### src/rtl/range_pkg.sv
// Shared types for the range_finder_stats streaming min/max/range tracker.
package range_pkg;

    typedef enum logic {
        IDLE = 1'b0,
        RUN  = 1'b1
    } state_t;

    typedef enum logic [1:0] {
        ERR_NONE   = 2'b00,
        ERR_NO_GO  = 2'b01,
        ERR_GO_RUN = 2'b10,
        ERR_GO_FIN = 2'b11
    } err_t;

endpackage

### src/rtl/minmax_unit.sv
// Combinational min/max update of a running extreme pair with one new sample,
// comparing either as unsigned or two's-complement.
module minmax_unit #(
    parameter int unsigned WIDTH = 10
) (
    input  logic [WIDTH-1:0] cur_min,
    input  logic [WIDTH-1:0] cur_max,
    input  logic [WIDTH-1:0] sample,
    input  logic             signed_mode,
    output logic [WIDTH-1:0] new_min,
    output logic [WIDTH-1:0] new_max
);

    logic lt_min;
    logic gt_max;

    always_comb begin
        lt_min = 1'b0;
        gt_max = 1'b0;
        if (signed_mode) begin
            lt_min = $signed(sample) < $signed(cur_min);
            gt_max = $signed(sample) > $signed(cur_max);
        end else begin
            lt_min = sample < cur_min;
            gt_max = sample > cur_max;
        end
    end

    assign new_min = lt_min ? sample : cur_min;
    assign new_max = gt_max ? sample : cur_max;

endmodule

### src/rtl/range_finder_stats.sv
// Burst min/max/range/count tracker framed by go/finish, with a one-cycle
// result strobe and a sticky first-error code.
module range_finder_stats
    import range_pkg::*;
#(
    parameter int unsigned WIDTH     = 10,
    parameter int unsigned CNT_WIDTH = 8
) (
    input  logic                 clock,
    input  logic                 reset,
    input  logic [WIDTH-1:0]     data_in,
    input  logic                 go,
    input  logic                 finish,
    input  logic                 signed_mode,
    output logic [WIDTH-1:0]     range,
    output logic [WIDTH-1:0]     min_out,
    output logic [WIDTH-1:0]     max_out,
    output logic [CNT_WIDTH-1:0] count,
    output logic                 count_sat,
    output logic                 valid,
    output logic                 busy,
    output logic                 error,
    output logic [1:0]           err_code
);

    state_t               state_q;
    logic [WIDTH-1:0]     acc_min_q, acc_max_q;
    logic [CNT_WIDTH-1:0] acc_cnt_q;
    logic                 sat_q;
    logic                 mode_q;
    logic [WIDTH-1:0]     range_q, min_q, max_q;
    logic [CNT_WIDTH-1:0] count_q;
    logic                 count_sat_q;
    logic                 valid_q;
    logic                 error_q;
    err_t                 err_code_q;

    logic [WIDTH-1:0]     upd_min, upd_max;
    logic                 cnt_full;
    logic [CNT_WIDTH-1:0] cnt_d;
    logic                 sat_d;

    minmax_unit #(.WIDTH(WIDTH)) u_minmax (
        .cur_min     (acc_min_q),
        .cur_max     (acc_max_q),
        .sample      (data_in),
        .signed_mode (mode_q),
        .new_min     (upd_min),
        .new_max     (upd_max)
    );

    // Saturating sample counter; sat records any increment attempted at full scale.
    assign cnt_full = (acc_cnt_q == '1);
    assign cnt_d    = cnt_full ? acc_cnt_q : acc_cnt_q + CNT_WIDTH'(1);
    assign sat_d    = sat_q | cnt_full;

    always_ff @(posedge clock or posedge reset) begin
        if (reset) begin
            state_q     <= IDLE;
            acc_min_q   <= '0;
            acc_max_q   <= '0;
            acc_cnt_q   <= '0;
            sat_q       <= 1'b0;
            mode_q      <= 1'b0;
            range_q     <= '0;
            min_q       <= '0;
            max_q       <= '0;
            count_q     <= '0;
            count_sat_q <= 1'b0;
            valid_q     <= 1'b0;
            error_q     <= 1'b0;
            err_code_q  <= ERR_NONE;
        end else begin
            valid_q <= 1'b0;
            case (state_q)
                IDLE: begin
                    if (go && !finish) begin
                        state_q    <= RUN;
                        acc_min_q  <= data_in;
                        acc_max_q  <= data_in;
                        acc_cnt_q  <= CNT_WIDTH'(1);
                        sat_q      <= 1'b0;
                        mode_q     <= signed_mode;
                        error_q    <= 1'b0;
                        err_code_q <= ERR_NONE;
                    end else if (go && finish) begin
                        error_q <= 1'b1;
                        if (err_code_q == ERR_NONE) err_code_q <= ERR_GO_FIN;
                    end else if (finish) begin
                        error_q <= 1'b1;
                        if (err_code_q == ERR_NONE) err_code_q <= ERR_NO_GO;
                    end
                end
                RUN: begin
                    acc_min_q <= upd_min;
                    acc_max_q <= upd_max;
                    acc_cnt_q <= cnt_d;
                    sat_q     <= sat_d;
                    if (go) begin
                        error_q <= 1'b1;
                        if (err_code_q == ERR_NONE) err_code_q <= ERR_GO_RUN;
                    end
                    // The finishing cycle's sample is folded into the published results.
                    if (finish) begin
                        state_q     <= IDLE;
                        range_q     <= upd_max - upd_min;
                        min_q       <= upd_min;
                        max_q       <= upd_max;
                        count_q     <= cnt_d;
                        count_sat_q <= sat_d;
                        valid_q     <= 1'b1;
                    end
                end
            endcase
        end
    end

    assign range     = range_q;
    assign min_out   = min_q;
    assign max_out   = max_q;
    assign count     = count_q;
    assign count_sat = count_sat_q;
    assign valid     = valid_q;
    assign busy      = (state_q == RUN);
    assign error     = error_q;
    assign err_code  = err_code_q;

endmodule

### config.mk
export PLATFORM = sky130hd
export DESIGN_NAME = range_finder_stats
export DESIGN_NICKNAME = d
export VERILOG_FILES = /design/src/rtl/range_pkg.sv /design/src/rtl/minmax_unit.sv /design/src/rtl/range_finder_stats.sv
export SDC_FILE = /design/constraint.sdc
export NUM_CORES = 1
export LEC_CHECK = 0
export CORE_UTILIZATION = 65
export CTS_BUF_LIST = sky130_fd_sc_hd__clkbuf_8 sky130_fd_sc_hd__clkbuf_16
export CTS_CLUSTER_SIZE = 8
export DETAILED_ROUTE_END_ITERATION = 8
export DONT_BUFFER_PORTS = 1
export PLACE_DENSITY = 0.86
export SLEW_MARGIN = 0
export SYNTH_ARGS = -nofsm -noshare
export SYNTH_HDL_FRONTEND = slang
export SYNTH_SLANG_ARGS = --single-unit
### constraint.sdc
create_clock -name clock -period 6.02 [get_ports clock]
set_input_delay 1.204 -clock clock [delete_from_list [all_inputs] [get_ports clock]]
set_output_delay 1.204 -clock clock [all_outputs]
set_load 0.05 [all_outputs]
==> flow_metrics.env <==
export IMPL_core_area_mm2=0.00592
export IMPL_grt_total_usage_pct=28.6
export IMPL_fmax_mhz=212
export IMPL_dieHeight_um=80.4
export IMPL_first_global_vias=2870
export IMPL_syn_cell_area_mm2=0.00400
export IMPL_overflow=0
export IMPL_ys_flop_type="dfrtp_1"
export IMPL_grt_pass1_wl_um=13600
export IMPL_rrSetupSlack_ns=1.76
export IMPL_antenna_found_initial=0
export IMPL_synth_seq_cells=74
export IMPL_syn_area_per_cell_um2=10.0
export IMPL_hpwl_um=6100
export IMPL_port_buffers=0
export IMPL_finalMaxSlewViolations=0
export IMPL_r2r_cells=15
export IMPL_crit_required_ns=6.30
export IMPL_clockBufferDepth=2
export IMPL_crit_fanout=7
export IMPL_yosysTopAreaCell="dfrtp_1"
export IMPL_async_reset_ff_share_pct=100
export IMPL_skew_ns=0.0109
export IMPL_seq_area_frac_synth_pct=46.3
export IMPL_drt_first_pass_iters=5
export IMPL_setup_viol=0
export IMPL_worstPathArrival_ns=4.99
export IMPL_wl_um=8460
export IMPL_rows=28
export IMPL_cts_resized_gates=0
export IMPL_synth_edf_count=0
export IMPL_fin_area_mm2=0.00426
export IMPL_die_x_um=80.4
export IMPL_critical_path_class="in -> reg"
export IMPL_setup_ws_ns=1.31
export IMPL_ios=59
export IMPL_fin_crit_ns=4.71
export IMPL_gp_congestion=0.882
export IMPL_wire_per_inst_um=17.7
export IMPL_synthCells=398
export IMPL_drc_errors=0
export IMPL_hp_start="sat_q"
export IMPL_n_antenna_cell=0
export IMPL_dp_slack_ns=1.16
export IMPL_worst_pin_slew_ns=1.11
export IMPL_die_area_mm2=0.00647
export IMPL_cp_end_kind="flip-flop"
export IMPL_rsz0062_at_grt="false"
export IMPL_synth_nets=443
export IMPL_postPlaceCellArea_mm2=0.00405
export IMPL_cts_tree="built"
export IMPL_hold_viol_final=0
export IMPL_clkSinkCount=74
export IMPL_cts_setup_buffers=0
export IMPL_fillCellCount=422
export IMPL_holdPathStages=2
export IMPL_reg2reg_to="range[8]"
export IMPL_max_cap_violations=0
export IMPL_cts_root_buf="clkbuf_8"
export IMPL_rr_startpoint="acc_max_q[4]"
export IMPL_synth_area_top_cells="dfrtp_1 (46%), ha_1 (9.1%), nand2_1 (6.4%), mux2_2 (5.6%), o21ai_0 (4.1%)"
export IMPL_synth_top_area_share_pct=46.3
export IMPL_fin_nets=444
export IMPL_viasPerCell=6.03
export IMPL_initialDrtViolationCount=209
export IMPL_ant_nets=0
export IMPL_via_count=2883
export IMPL_area_growth_syn_to_layout_pct=6.61
export IMPL_initial_core_util_pct=67.5
export IMPL_maxSlewHeadroom_pct=25.9
export IMPL_layout_commonest_cell="dfrtp_1"
export IMPL_cts_buffers=9
export IMPL_finalCritPeriodShare_pct=78.3
export IMPL_clk_pin_slew_ns=0.08
export IMPL_final_cell_mix="dfrtp_1 (74), nand2_1 (67), o21ai_0 (33)"
export IMPL_worstSetupStartpointType="primary input"
export IMPL_holdBufCountCts=0
export IMPL_drive_gt1_share_pct=11.2
export IMPL_ys_types=45
export IMPL_yosysWarnings=0
export IMPL_outcome="finished, final reports clean"
export IMPL_grt_max_degree=75
export IMPL_cts_htree_levels=3
export IMPL_whs_endpoint="sat_q"
export IMPL_hold_class="reg -> reg"
export IMPL_clk_latency_ns=0.35
export IMPL_tns_ns=0
-- cell usage after synthesis (all sizes together), types with 2 or more instances --
cell type and instances:
buf 3, nor2 20, o21ai 39, a22o 2
dfrtp 74, nor3b 3, xnor2 3, nand3 7
and3 3, nor2b 3, mux2 31, a21oi 13
a21boi 2, o31ai 5, nand2 68, nand2b 4
nor3 7, nand4 4, mux2i 13, ha 29
inv 31, xor2 5, clkbuf 9, a21o 5
a31oi 3
-- worst max-delay path, stage by stage --
cell and delay (ns):
ha_1 0.31, and3_1 0.20, o21ai_0 0.24, a21oi_1 0.10, o31ai_1 0.81, mux2_2 0.43
ha_1 0.34, nor2b_1 0.15, o21ai_1 0.15, a21boi_1 0.10, o21ai_0 0.24, a21boi_1 0.14
or4_1 0.48, nand3_1 0.09
-- stage by stage --
step | utilization, % | std cells | hold WS [ns]
6_report | 72.0 | 478 | 0.515
5_1_grt | 72.0 | 478 | 0.545
4_1_cts | 72.0 | 478 | 0.520
3_5_place_dp | 68.5 | 463 | 0.502
3_3_place_gp | 68.5 | 463 | 0.485
2_1_floorplan | - | 398 | 0.465
-- kinds of logic (layout without fill, tap and decap cells) --
kind of cell / after synthesis / count (layout) / synth area share (%)
XOR/XNOR: 9 / 9 / 2.32
buffers and inverters: 43 / 48 / 4.26
adder cells (fa/ha/maj): 30 / 30 / 9.58
multiplexers: 44 / 44 / 12.3
AND/OR/NAND/NOR: 124 / 124 / 14.1
AO/OA/AOI/OAI: 74 / 74 / 11.1
flip-flops: 74 / 74 / 46.3
-- state kept, by name, summed over array words and instances, names as in the netlist, 2 cells and up --
signal     cells
acc_cnt_q      8
min_out       10
max_out       10
acc_min_q     10
range         10
acc_max_q     10
err_code       2
count          8
-- routing by layer --
| metal | vias up | wire (µm) | track usage, % |
|---|---|---|---|
| li1 | 1372 | - | - |
| met1 | 1407 | 3670 | 37.6 |
| met2 | 84 | 4070 | 44.3 |
| met3 | 20 | 501 | 7.84 |
| met4 | 0 | 223 | 12.3 |
| met5 | - | 0 | 0 |
-- how the worst max path moves through the flow --
stage	slack (ns)	startpoint	to
after CTS	1.42	data_in[4]	range[8]
after detailed placement	1.16	data_in[4]	range[8]
final	1.31	data_in[4]	range[8]
after global routing	1.09	data_in[4]	range[8]
after floorplan	1.58	data_in[4]	range[8]
after global placement	1.28	data_in[7]	range[8]
-- cell type report --
cell class	count	area [µm²]	share of cell area (%)
clock inverters	6	82.6	1.94
multi-input cells	281	1980	46.4
flip-flops and latches	74	1850	43.5
repair buffers	2	15.0	0.352
clock buffers	9	124	2.91
inverters	31	116	2.73
well taps	75	93.8	2.20
Power is left out: the tool's default activity adds up to more than one toggle a clock period on the data nets, which glitch-free logic cannot reach.
